--- src/rtl/uart_rx_ovs.sv ---
// UART receiver with built-in oversampling baud generator, 2-of-3
// majority sampling, optional parity, 1/2 stop bits and ready/valid output.
module uart_rx_ovs #(
  parameter int DATA_BITS   = 8,
  parameter int OVERSAMPLE  = 16,
  parameter int TICK_DIV    = 54,
  parameter int PARITY      = 0,
  parameter int STOP_BITS   = 1,
  parameter int SYNC_STAGES = 2
) (
  input  logic                 clk,
  input  logic                 reset,
  input  logic                 rx_in,
  output logic [DATA_BITS-1:0] rx_data,
  output logic                 rx_valid,
  input  logic                 rx_ready,
  output logic                 parity_err,
  output logic                 frame_err,
  output logic                 overrun,
  output logic                 busy
);

  localparam int TW = (TICK_DIV > 1) ? $clog2(TICK_DIV) : 1;
  localparam int OW = $clog2(OVERSAMPLE);
  localparam int BW = $clog2(DATA_BITS);

  localparam logic [TW-1:0] TICK_LAST = TW'(TICK_DIV - 1);
  localparam logic [OW-1:0] OS_LAST   = OW'(OVERSAMPLE - 1);
  localparam logic [OW-1:0] SMP0      = OW'(OVERSAMPLE / 2 - 1);
  localparam logic [OW-1:0] SMP1      = OW'(OVERSAMPLE / 2);
  localparam logic [OW-1:0] SMP2      = OW'(OVERSAMPLE / 2 + 1);
  localparam logic [BW-1:0] BIT_LAST  = BW'(DATA_BITS - 1);
  localparam logic          STOP_LAST = 1'(STOP_BITS - 1);

  typedef enum logic [2:0] {
    IDLE, START, DATA, PAR, STOP, BRK
  } state_t;

  state_t state, state_nx;

  logic [SYNC_STAGES-1:0] sync_q;
  logic                   rxs;
  logic [TW-1:0]          tick_cnt;
  logic [OW-1:0]          os_cnt;
  logic                   tick;
  logic                   start_det;
  logic                   resolve;
  logic                   bit_end;
  logic                   smp0, smp1;
  logic                   maj;
  logic [BW-1:0]          bit_idx;
  logic                   stop_idx;
  logic [DATA_BITS-1:0]   shreg;
  logic                   par_acc;
  logic                   par_bad;
  logic                   deliver;
  logic                   ferr_set;
  logic                   accept;

  assign rxs = sync_q[SYNC_STAGES-1];

  // Preset high so reset never looks like a start edge.
  always_ff @(posedge clk) begin
    if (reset) sync_q <= '1;
    else       sync_q <= {sync_q[SYNC_STAGES-2:0], rx_in};
  end

  assign start_det = (state == IDLE) && !rxs;
  assign tick      = (tick_cnt == TICK_LAST);
  assign resolve   = tick && (os_cnt == SMP2);
  assign bit_end   = tick && (os_cnt == OS_LAST);
  assign maj       = (smp0 & smp1) | (smp0 & rxs) | (smp1 & rxs);

  always_ff @(posedge clk) begin
    if (reset || start_det) tick_cnt <= '0;
    else if (tick)          tick_cnt <= '0;
    else                    tick_cnt <= tick_cnt + 1'b1;
  end

  always_ff @(posedge clk) begin
    if (reset || start_det) os_cnt <= '0;
    else if (bit_end)       os_cnt <= '0;
    else if (tick)          os_cnt <= os_cnt + 1'b1;
  end

  always_ff @(posedge clk) begin
    if (reset) begin
      smp0 <= 1'b0;
      smp1 <= 1'b0;
    end else if (tick) begin
      if (os_cnt == SMP0) smp0 <= rxs;
      if (os_cnt == SMP1) smp1 <= rxs;
    end
  end

  always_ff @(posedge clk) begin
    if (reset || start_det) begin
      bit_idx  <= '0;
      stop_idx <= 1'b0;
      shreg    <= '0;
      par_acc  <= 1'b0;
      par_bad  <= 1'b0;
    end else begin
      if (state == DATA && resolve) begin
        shreg   <= {maj, shreg[DATA_BITS-1:1]};
        par_acc <= par_acc ^ maj;
      end
      if (state == DATA && bit_end) bit_idx <= bit_idx + 1'b1;
      if (state == STOP && bit_end) stop_idx <= stop_idx + 1'b1;
      if (state == PAR && resolve)
        par_bad <= (PARITY == 1) ? !(par_acc ^ maj)
                                 : (par_acc ^ maj);
    end
  end

  always_ff @(posedge clk) begin
    if (reset) state <= IDLE;
    else       state <= state_nx;
  end

  always_comb begin
    state_nx = state;
    unique case (state)
      IDLE:  if (!rxs) state_nx = START;
      START: begin
        if (resolve && maj) state_nx = IDLE;
        else if (bit_end)   state_nx = DATA;
      end
      DATA: begin
        if (bit_end && bit_idx == BIT_LAST)
          state_nx = (PARITY != 0) ? PAR : STOP;
      end
      PAR:   if (bit_end) state_nx = STOP;
      STOP: begin
        if (resolve && !maj)                   state_nx = BRK;
        else if (resolve && stop_idx == STOP_LAST) state_nx = IDLE;
      end
      BRK:   if (rxs) state_nx = IDLE;
      default: state_nx = IDLE;
    endcase
  end

  always_comb begin
    busy     = (state != IDLE);
    deliver  = (state == STOP) && resolve && maj &&
               (stop_idx == STOP_LAST);
    ferr_set = (state == STOP) && resolve && !maj;
  end

  assign accept = !rx_valid || rx_ready;

  always_ff @(posedge clk) begin
    if (reset) begin
      rx_data    <= '0;
      rx_valid   <= 1'b0;
      parity_err <= 1'b0;
      frame_err  <= 1'b0;
      overrun    <= 1'b0;
    end else begin
      frame_err <= ferr_set;
      overrun   <= deliver && !accept;
      if (deliver && accept) begin
        rx_data    <= shreg;
        parity_err <= (PARITY != 0) && par_bad;
        rx_valid   <= 1'b1;
      end else if (rx_valid && rx_ready) begin
        rx_valid <= 1'b0;
      end
    end
  end

endmodule
--- config.mk ---
export PLATFORM = sky130hd
export DESIGN_NAME = uart_rx_ovs
export DESIGN_NICKNAME = d
export VERILOG_FILES = /design/src/rtl/uart_rx_ovs.sv
export SDC_FILE = /design/constraint.sdc
export NUM_CORES = 1
export LEC_CHECK = 0
export BUFFER_PORTS_ARGS = -buffer_cell sky130_fd_sc_hd__clkbuf_2
export CORE_MARGIN = 2
export CORE_UTILIZATION = 49
export CTS_CLUSTER_DIAMETER = 60
export DETAILED_ROUTE_END_ITERATION = 10
export PLACE_DENSITY = 0.71
export SLEW_MARGIN = 20
export SYNTH_ARGS = -nofsm -noshare
export SYNTH_HDL_FRONTEND = slang
export SYNTH_SLANG_ARGS = --single-unit
--- constraint.sdc ---
create_clock -name clk -period 2 [get_ports clk]
set_clock_uncertainty 0.2 [all_clocks]
set_input_delay 0.4 -clock clk [delete_from_list [all_inputs] [get_ports clk]]
set_output_delay 0.4 -clock clk [all_outputs]
set_load 0.02 [all_outputs]
# Word level (Yosys, flattened, before mapping)
# Cells that the tools add are included.
# W data, S select, Z words.
word_totals:
  output_inout_bits: 13
  word_cells: 82
  register_bits: 40
op_classes:
  bitwise_logic: 6
  n_addsub: 4
  n_eq_ne: 17
  n_reduce_logical: 31
  mux: 11
op_table:
  columns: ["operator", "n"]
  rows:
  - ["$mux W3", 8]
  - ["$pmux W3 S6", 1]
  - ["$logic_and A1 B1 Y1", 17]
  - ["$eq A4 B4 Y1 const B", 3]
  - ["$eq A3 B3 Y1 const B", 3]
  - ["$add A6 B1 Y6 const B", 1]
  - ["$eq A3 B2 Y1 const B", 2]
  - ["$eq A6 B6 Y1 const B", 1]
  - ["$ne A2 B2 Y1 const B", 3]
  - ["$reduce_and A6 Y1", 1]
  - ["$add A4 B1 Y4 const B", 1]
  - ["$eq A4 B3 Y1 const B", 1]
  - ["$logic_not A1 Y1", 4]
  - ["$reduce_and A2 Y1", 2]
  - ["$reduce_or A2 Y1", 2]
  - ["$add A3 B1 Y3 const B", 1]
  - ["$and A1 B1 Y1", 3]
  - ["$eq A3 B1 Y1 const B", 1]
  - ["$logic_not A3 Y1", 1]
  - ["$ne A3 B1 Y1 const B", 1]
  - ["$ne A3 B3 Y1 const B", 1]
  - ["$reduce_bool A3 Y1", 1]
  - ["$logic_or A1 B1 Y1", 2]
  - ["$mux W1", 2]
  - ["other kinds (5)", 6]

# Depth between registers and ports, before layout
# Gate-level depths: netlist (run 1).
depth:
  ltp_word: 7
  mapped_depth: 8
  ltp_nobuf: 7

# Worst setup path after synthesis (run 1)
# No wires, ideal clock.
synth_path:
  kind: "reg2reg"
  startpoint: "register sync_q[1]"
  endpoint: "register state[1]"
  setup_ns: 0.121
  path_stages_with_launch: 6
  n_path_buf: 0
  path_slack_ns: -0.130
  arrival_time_ns: 1.809
  required_ns: 1.679
  path_cell_list: "dfxtp_1 maj3_2 a2111o_1 a211oi_2 nand2_1 mux2_4"
synth_via:
  elab_chain_len: 7
  elab_cells_between_ends: 15
synth_lines:
  columns: ["item", "line", "text"]
  rows:
  - ["from (decl)", "41", "logic [SYNC_STAGES-1:0] sync_q;"]
  - ["from (signal assigned)", "65", "else sync_q <= {sync_q[SYNC_STAGES-2:0], rx_in};"]
  - ["$and A1 B1 Y1", "72", "assign maj = (smp0 & smp1) | (smp0 & rxs) | (smp1 & rxs);"]
  - ["$or A1 B1 Y1 (2 in a row)", "72", null]
  - ["$logic_not A1 Y1", "135", "if (resolve && !maj) state_nx = BRK;"]
  - ["$logic_and A1 B1 Y1", "135", null]
  - ["$ne A3 B1 Y1 (no source line) or $mux W3 (tied branches)", null, null]
  - ["$reduce_and A6 Y1 (no source line) or $pmux W3 S6 (tied branches)", null, null]
  - ["to (signal assigned)", "118", "else state <= state_nx;"]
  - ["to (decl)", "39", "state_t state, state_nx;"]
# Several ways; a longest one is shown, not always the timed one.
# A chain may end at the register's enable or synchronous reset.

# Final worst setup path (run 1)
layout_path:
  startpoint: "register smp0"
  endpoint: "register state[1]"
layout_via:
  elab_chain_len: 7
  elab_cells_between_ends: 13
layout_lines:
  columns: ["item", "line", "text"]
  rows:
  - ["from (decl)", "49", "logic smp0, smp1;"]
  - ["from (signal assigned)", "91", "if (os_cnt == SMP0) smp0 <= rxs;"]
  - ["$and A1 B1 Y1", "72", null]
  - ["$or A1 B1 Y1 * (2 in a row)", "72", null]
  - ["$logic_not A1 Y1", "135", null]
  - ["$logic_and A1 B1 Y1", "135", null]
  - ["$ne A3 B1 Y1 (no source line) or $mux W3 (tied branches)", null, null]
  - ["$reduce_and A6 Y1 (no source line) or $pmux W3 S6 (tied branches)", null, null]
# Every way passes the cells marked *; elsewhere a longest branch is shown, timed or not.

==> results of run 1 <==
-- final timing paths --
path	from	endpoint
setup / recovery	smp0	state[1]
hold / removal	rx_in	sync_q[0]
setup reg to reg	smp0	state[1]
hold reg to reg	sync_q[0]	sync_q[1]
-- metrics by stage --
| stage | hold slack, ns | TNS (ns) | util, % | setup slack, ns | power, mW |
|---|---|---|---|---|---|
| after global routing | 0.0241 | -0.136 | 63.3 | -0.0580 | 1.54 |
| after global placement | 0.202 | 0 | 59.5 | 0.0358 | 1.03 |
| final | 0.0320 | -0.0221 | 63.3 | -0.0221 | 1.47 |
| after CTS | 0.0321 | -0.0117 | 62.1 | -0.0117 | 1.45 |
| after detailed placement | 0.207 | -0.0347 | 59.5 | -0.0203 | 1.04 |
| after floorplan | 0.189 | -0.0643 | - | -0.0643 | 0.971 |
-- state kept, by name, indices dropped and copies added (netlist names) --
| name | count |
|---|---|
| bit_idx | 3 |
| frame_err | 1 |
| os_cnt | 4 |
| overrun | 1 |
| rx_data | 8 |
| rx_valid | 1 |
| shreg | 8 |
| smp0 | 1 |
| smp1 | 1 |
| state | 3 |
| stop_idx | 1 |
| sync_q | 2 |
| tick_cnt | 6 |
-- worst max-delay path: cells and delay by family, from the launching register on --
kind / cells / cell delay, ns
DFF: 1 / 0.34
adders and majority gates: 1 / 0.31
and+or+nand+nor: 1 / 0.13
muxes: 1 / 0.30
AOI/OAI and AO/OA: 2 / 0.64
-- where the power goes --
part           switching, mW  leakage, nW  internal (mW)  total [mW]
Sequential            0.0182        0.325          0.817       0.835
Combinational          0.117        0.559          0.128       0.245
Clock                  0.262       0.0271          0.128       0.391
Total                  0.398        0.911           1.07        1.47
-- layer usage --
metal / vias to the layer above / routed length [um] / global-route usage, %
li1: 725 / - / -
met1: 713 / 1650 / 23.0
met2: 34 / 1940 / 35.4
met3: 6 / 190 / 5.28
met4: 0 / 44 / 5.59
met5: - / 0 / 0
-- what timing repair did --
item | CTS | global route
buffers inserted | 2 | 1
hold buffers | 0 | 0
endpoints found under the setup margin | 7 | 21
cloned | 0 | 0
gates resized for setup | 7 | 17
pin swaps | 2 | 9
-- kinds of logic (layout without fill, tap and decap cells) --
| family | Yosys count | after routing | synth area share (%) |
|---|---|---|---|
| AO/OA/AOI/OAI | 18 | 18 | 6.98 |
| AND/OR/NAND/NOR | 82 | 82 | 23.2 |
| flip-flops | 40 | 40 | 45.1 |
| other | 1 | 1 | 0.211 |
| buffers and inverters | 14 | 50 | 3.38 |
| adder cells (fa/ha/maj) | 8 | 8 | 5.57 |
| multiplexers | 21 | 21 | 12.1 |
| XOR/XNOR | 7 | 7 | 3.45 |
-- cell type report --
class	count	area [sq um]
fillers	293	1250
multi-input cells	137	958
flip-flops and latches	40	810
repair buffers	39	273
well taps	46	57.6
clock buffers	5	37.5
inverters	4	15.0
clock inverters	2	12.5
-- placed cells by master, fill, tap and decap left out, types with 2 or more instances in the layout --
| cell type | count |
|---|---|
| nor2_1 | 37 |
| dfxtp_1 | 33 |
| buf_4 | 22 |
| mux2i_1 | 20 |
| clkbuf_2 | 14 |
| nand2_1 | 7 |
| dfxtp_2 | 7 |
| nand3_1 | 6 |
| ha_1 | 6 |
| a21oi_1 | 5 |
| clkbuf_4 | 5 |
| nand2b_1 | 4 |
| xor2_1 | 4 |
| or2_2 | 4 |
| inv_1 | 3 |
| nand4b_1 | 3 |
| nor3_1 | 3 |
| xnor2_1 | 3 |
| o21ai_1 | 2 |
| a211oi_2 | 2 |
| nand3b_1 | 2 |
| nand4_1 | 2 |
| nor3b_2 | 2 |
| nor2b_1 | 2 |
| a31oi_1 | 2 |
| buf_6 | 2 |
==> run metrics, run 1 <==
Rows=21; Critical-path top delay cell=a2111o_1; commonest cells in the netlist=dfxtp_1, nor2_1, mux2i_1; Final Cell Area=between 2000 and 2500 sq um; fin cells=approximately 270; crit path max fanout=2; worst path cell trace=maj3_2, a2111o_1, a211oi_2, nand2_1, mux2_4; routed vias/inst=5.41; Mapped Area=about 1800 sq um; share of the synthesized area in the top cell type=between 40% and 50%; violated checks=setup timing; sequential area share after synthesis=between 40% and 50%; Starting Density=about half; Port Buffer Count=15; Nets=approximately 240; RSZ-0062 raised after global routing=true; CTS max path bufs=2; Period minus WS final=approximately 2.0 ns; Final period util=101%; outcome=finished, violations left; Worst Setup Start Kind=register; DR iter-0 viols=53; Area growth syn-to-layout=21.8%; Synth Area per Inst=slightly above 9 sq um; htree depth=2; Reg2Reg Depth=5; Die Ht=around 64 um; syn_nets=roughly 200; vias in the first global route=roughly 1500; Clk Latency, worst-skew pair=about 0.35 ns; placed inst area=slightly above 2000 sq um; largest stage delay on the critical path=about 0.38 ns; via count=between 1000 and 1500; Boundary Pins=17; first-pass GRT wire length=approximately 6.4 mm; Pleak=around 0.91 nW; CTS Buf Count=5; Post-synth EDFFs=0; Die ar.=4120 sq um; post-DR wirelength/cell=14.0 um; Power Dens Cells=680 nW/um^2; pin count of the biggest net entering global routing=17; Post-synth ARST share=0%; gpl congestion=between 0.8 and 0.9; Routed Antenna Nets=0; critical path arrival=approximately 2.1 ns; Yosys cell types=42; hpwl dp=2.74 mm; fin. max-slew vios=0; Post-route DRC=0; clock sinks=40; antenna violations before repair=0; Main synth FF type=dfxtp_1; ANT cells=0; maximum clock rate=495 MHz; Hold Crit Class=primary input to register; YS warnings=0; CTS Root Buffer Type=clkbuf_4; final WL=~3.8 mm; Final Hold Viols=0; max cap viols=0; GRT Overall Usage=about a fifth; most frequent cell after synthesis=dfxtp_1; crit path capture type=register; Overflow after GRT=0; Gate Count Post-Synth=about 190; endpoints failing setup=1; # placed instances=around 260; largest area contributor in the netlist=dfxtp_1; Core ar.=roughly 3400 sq um; Seq cells post-synth=40; R2R setup slack=-0.02 ns; Hold Path Stages=2; synth top area cells=dfxtp_1, mux2i_1, nor2_1, ha_1, xor2_1; die span in x=64.2 um; Critical Path RT=just over 2 ns; post-route setup slack=-0.0221 ns; fraction of layout cells with a size suffix above 1=between 30% and 40%; CTS tree=done; peak supply drop=355 uV; Clock Pin Slew Worst Setup and Hold Paths=~0.12 ns; critical path type=register to register; drt first pass iters=4
No activity file was read; power rests on OpenSTA's default activity.
==> run 2: changes to the inputs <==
==> constraint.sdc (replaced) <==
create_clock -name clk -period 2 [get_ports clk]
set_clock_uncertainty 0.2 [all_clocks]
set_input_delay 0.5 -clock clk [delete_from_list [all_inputs] [get_ports clk]]
set_output_delay 0.5 -clock clk [all_outputs]
set_load 0.02 [all_outputs]
==> run metrics, run 2 (synthesized netlist as in run 1, its figures left out) <==
top sig layer=met4; GRT Overall Usage=20.1% (+0.30 points); Routed Antenna Nets=0 (unchanged); fraction of layout cells with a size suffix above 1=31.9% (+0.16 points); antenna violations before repair=0 (unchanged); clock sinks=40 (unchanged); # placed instances=264 (unchanged); htree depth=2 (unchanged); critical path type=register to primary output; Nets=240 (+0.84%); Critical Path RT=1.30 ns (-0.76 ns); Final period util=99.4% (-1.7 points); first-pass GRT wire length=6.55 mm (+1.7%); outcome=completed; Port Buffer Count=15 (unchanged); most frequent cells in the layout=nor2_1, dfxtp_1, buf_4; RSZ-0062 raised after global routing=true; final WL=3.86 mm (+0.94%); hpwl dp=2.74 mm (unchanged); crit path capture type=primary output; Rows=21 (unchanged); Core ar.=3420 sq um (unchanged); Pleak=0.920 nW (+0.98%); CTS Root Buffer Type=clkbuf_4; Critical-path top delay cell=dfxtp_2; top flop regs=rx_data: 8 flops, shreg: 8 flops, tick_cnt: 6 flops; CTS max path bufs=2 (unchanged); Clock Pin Slew Worst Setup and Hold Paths=0.12 ns (about the same); commonest non-fill, non-tap cell in the layout=nor2_1; Starting Density=52.0% (unchanged); CTS tree=done; setup TNS=0 ns (+0.0221 ns); ANT cells=0 (unchanged); met2 WL post-DR=1.97 mm (+1.4%); Hold Crit Class=primary input to register; DR iter-0 viols=31 (-42%); drt first pass iters=4 (unchanged); Die ar.=4120 sq um (unchanged); maximum clock rate=503 MHz (+1.7%); Post-route DRC=0 (unchanged); CTS Buf Count=5 (unchanged); critical path arrival=1.29 ns (-0.79 ns); vias in the first global route=1477 (+1.8%); crit path max fanout=3 (+1); Final Hold Viols=0 (unchanged); worst path cell trace=buf_6, or3_4, buf_8; WL met1=1.65 mm (+0.18%); Period minus WS final=1.99 ns (-0.0337 ns); via count=1480 (+0.14%); peak supply drop=356 uV (+0.23%); Fin Hold WS=0.135 ns (+0.103 ns); Boundary Pins=17 (unchanged); gpl congestion=0.896 (unchanged); fin cells=275 (+0.73%); die span in x=64.2 um (unchanged); routed vias/inst=5.38 (-0.59%); Worst Setup Start Kind=register; largest stage delay on the critical path=0.35 ns (-0.03 ns); Clk Latency, worst-skew pair=0.35 ns (about the same); Area growth syn-to-layout=22.6%; fin. max-slew vios=0 (unchanged); Hold Buf Count CTS=0 (unchanged); Power Dens Cells=684 nW/um^2 (+0.63%); post-DR wirelength/cell=14.0 um (+0.21%); pin count of the biggest net entering global routing=17 (unchanged); Die Ht=64.2 um (unchanged); max cap viols=0 (unchanged); final core utilization=63.7% (+0.37 points); endpoints failing setup=0 (-1); met3 wire len=199 um (+4.7%); Overflow after GRT=0 (unchanged)
## run 2: final cells by class
| class | instances | area [sq um] |
|---|---|---|
| Clock buffer | 5 | 37.5 |
| Clock inverter | 2 | 12.5 |
| Fill cell | 297 | 1240 |
| Inverter | 4 | 15.0 |
| Multi-Input combinational cell | 137 | 956 |
| Sequential cell | 40 | 810 |
| Tap cell | 46 | 57.6 |
| Timing Repair Buffer | 41 | 288 |
## run 2: metrics by stage
| step | power (mW) | setup WS (ns) | instance area, sq um |
|---|---|---|---|
| 3_5_place_dp | 1.04 | -0.0203 | 2030 |
| 4_1_cts | 1.47 | -0.0432 | 2150 |
| 5_1_grt | 1.55 | -0.0404 | 2180 |
| 6_report | 1.49 | 0.0117 | 2180 |
| 2_1_floorplan | 0.971 | -0.0643 | 1790 |
| 3_3_place_gp | 1.03 | 0.0358 | 2030 |
## run 2: worst paths after layout
kind	from	end	slack, ns	depth (start not counted)
min reg2reg	sync_q[0]	sync_q[1]	0.23	1
max	state[0]	busy	0.01	3
max reg2reg	smp0	state[1]	0.02	5
min	rx_in	sync_q[0]	0.13	2
## run 2: report_power, final
group	internal (mW)	switching [mW]	total (mW)
combinational	0.140	0.121	0.261
clock	0.128	0.263	0.391
sequential	0.817	0.0183	0.836
## run 2: critical path: cells and delay by family, from the launching register on
family                 cells  cell delay [ns]
buffers and inverters      2             0.25
and+or+nand+nor            1             0.34
DFF                        1             0.35
## run 2: what timing repair did
item / 4_1_cts / 5_1_grt
pin swaps: 4 / 7
buffers inserted: 5 / 1
setup endpoints to repair: 7 / 21
resized for setup: 10 / 14
## run 2: layer usage
metal,GRT usage (%),vias up
met5,0,-
met4,5.85,0
met3,5.46,6
met2,35.9,40
met1,23.3,706
li1,-,728
==> run 3: changes to the inputs <==
--- a/config.mk
+++ b/config.mk
@@ -6,7 +6,7 @@
 export NUM_CORES = 1
 export LEC_CHECK = 0
 export BUFFER_PORTS_ARGS = -buffer_cell sky130_fd_sc_hd__clkbuf_2
-export CORE_MARGIN = 2
+export CORE_MARGIN = 4
 export CORE_UTILIZATION = 49
 export CTS_CLUSTER_DIAMETER = 60
 export DETAILED_ROUTE_END_ITERATION = 10
==> run metrics, run 3 (synthesized netlist as in run 1, its figures left out) <==
hold_sp=rx_in; Boundary Pins=17 (unchanged); Die ar.=4650 sq um (+13%); Die Ht=68.2 um (+6.2%); antenna violations before repair=0 (unchanged); fraction of layout cells with a size suffix above 1=34.2% (+2.3 points); critical path type=register to primary output; violated checks=setup timing; CP Buf/Inv Count=2 (unchanged); hpwl dp=2.68 mm (-1.9%); CTS tree=done; Critical Path RT=1.30 ns (about the same); # placed instances=263 (-0.38%); Clock Pin Slew Worst Setup and Hold Paths=0.12 ns (about the same); post-DR wirelength/cell=13.3 um (-5.4%); drt first pass iters=4 (unchanged); Final period util=101% (+1.9 points); final WL=3.68 mm (-4.7%); Port Buffer Count=15 (unchanged); Critical-path top delay cell=or3_4; Worst Setup Start Kind=register; Period minus WS final=2.03 ns (+0.0375 ns); maximum clock rate=494 MHz (-1.9%); outcome=finished, violations left; Hold Crit Endpoint=sync_q[0]; die span in x=68.2 um (+6.2%); Power Dens Cells=751 nW/um^2 (+9.8%); reg2reg end=state[1]; Overflow after GRT=0 (unchanged); crit path capture type=primary output; Rows=21 (unchanged); peak supply drop=529 uV (+49%); RSZ-0062 raised after global routing=true; DR iter-0 viols=91 (+190%); Core ar.=3420 sq um (unchanged); Place WS=-0.0241 ns (-0.00371 ns); commonest non-fill, non-tap cell in the layout=nor2_1; top flop regs=rx_data: 8 flops, shreg: 8 flops, tick_cnt: 6 flops; placed inst area=2030 sq um (-0.37%); CP delay by family, top=simple AND/OR/NAND/NOR gates; htree depth=2 (unchanged); gpl congestion=0.863 (-3.7%); via count=1473 (-0.47%); post-route setup slack=-0.0258 ns (-0.0375 ns); vias in the first global route=1485 (+0.54%); endpoints failing setup=2 (+2); pin count of the biggest net entering global routing=17 (unchanged); first-pass GRT wire length=6.41 mm (-2.1%); largest stage delay on the critical path=0.39 ns (+0.04 ns); most frequent cells in the layout=nor2_1, dfxtp_1, buf_4; GRT Overall Usage=18.5% (-1.5 points); fin cells=277 (+0.73%); Routed Antenna Nets=0 (unchanged); Hold Path Stages=2 (unchanged); Starting Density=52.0% (unchanged); routed vias/inst=5.32 (-1.2%); Reg2Reg Depth=5 (unchanged); CTS Buf Count=5 (unchanged); Final Hold Viols=0 (unchanged); ANT cells=0 (unchanged); max cap viols=0 (unchanged); crit path max fanout=2 (-1); R2R setup slack=-0.01 ns (-0.03 ns); Fin Hold WS=0.137 ns (+0.00168 ns); Clk Latency, worst-skew pair=0.35 ns (about the same); FF-to-FF Start=smp0; Pleak=0.954 nW (+3.7%); worst path cell trace=buf_6, or3_4, buf_8; critical path arrival=1.33 ns (+0.04 ns); Hold Crit Class=primary input to register; CTS max path bufs=2 (unchanged); Final Cell Area=2250 sq um (+3.2%); clock sinks=40 (unchanged); CTS Root Buffer Type=clkbuf_4; Post-route DRC=0 (unchanged); Area growth syn-to-layout=26.5%; Nets=241 (+0.42%); fin. max-slew vios=0 (unchanged); final core utilization=65.8% (+2.1 points)
-- run 3: cell count changes in the layout (fill, tap and decap cells not counted), sizes merged --
cell      change
clkbuf        +1
clkinvlp      -1
bufinv        +1
buf           +1
-- run 3: final cells by class --
| cell class | instances | area [sq um] |
|---|---|---|
| clock inverters | 2 | 38.8 |
| flip-flops and latches | 40 | 812 |
| inverters | 4 | 15.0 |
| well taps | 46 | 57.6 |
| clock buffers | 6 | 51.3 |
| multi-input cells | 137 | 968 |
| fillers | 290 | 1170 |
| repair buffers | 42 | 303 |
-- run 3: through the flow --
stage / total power, mW / setup TNS [ns]
2_1_floorplan: 0.971 / -0.0643
3_3_place_gp: 1.03 / 0
3_5_place_dp: 1.04 / -0.0671
4_1_cts: 1.65 / -0.0912
5_1_grt: 1.76 / -0.277
6_report: 1.69 / -0.0336
-- run 3: timing repair --
item	4_1_cts	5_1_grt
setup buffers	4	3
setup endpoints to repair	12	22
resized for setup	14	15
hold buffers	0	0
pin swaps	6	5
-- run 3: power breakdown --
| group | internal, mW | total, mW | switching (mW) |
|---|---|---|---|
| Combinational | 0.161 | 0.291 | 0.129 |
| Clock | 0.300 | 0.562 | 0.263 |
| Sequential | 0.817 | 0.834 | 0.0172 |
| Total | 1.28 | 1.69 | 0.409 |
-- run 3: worst register-to-register path: stages (launching register included) --
cell and delay [ns]:
dfxtp_2 0.34, maj3_2 0.32, a2111o_1 0.38, a211oi_2 0.24, nand2_1 0.13, mux2_4 0.31
-- run 3: worst max-delay path by stage --
stage               end  startpoint  depth (start not counted)  slack (ns)
3_5_place_dp   state[1]   os_cnt[0]                          6       -0.02
3_3_place_gp   state[1]   os_cnt[0]                          6        0.03
2_1_floorplan  state[1]   sync_q[1]                          5       -0.06
6_report           busy    state[0]                          3       -0.03
5_1_grt        state[1]        smp0                          5       -0.09
4_1_cts            busy    state[2]                          3       -0.05
-- run 3: routing by layer --
layer,track usage [%],vias up,share of wire [%]
met4,8.68,0,1.5
met1,21.9,700,43
met5,0,-,0
li1,-,730,-
met2,30.8,36,51
met3,5.42,7,4.7
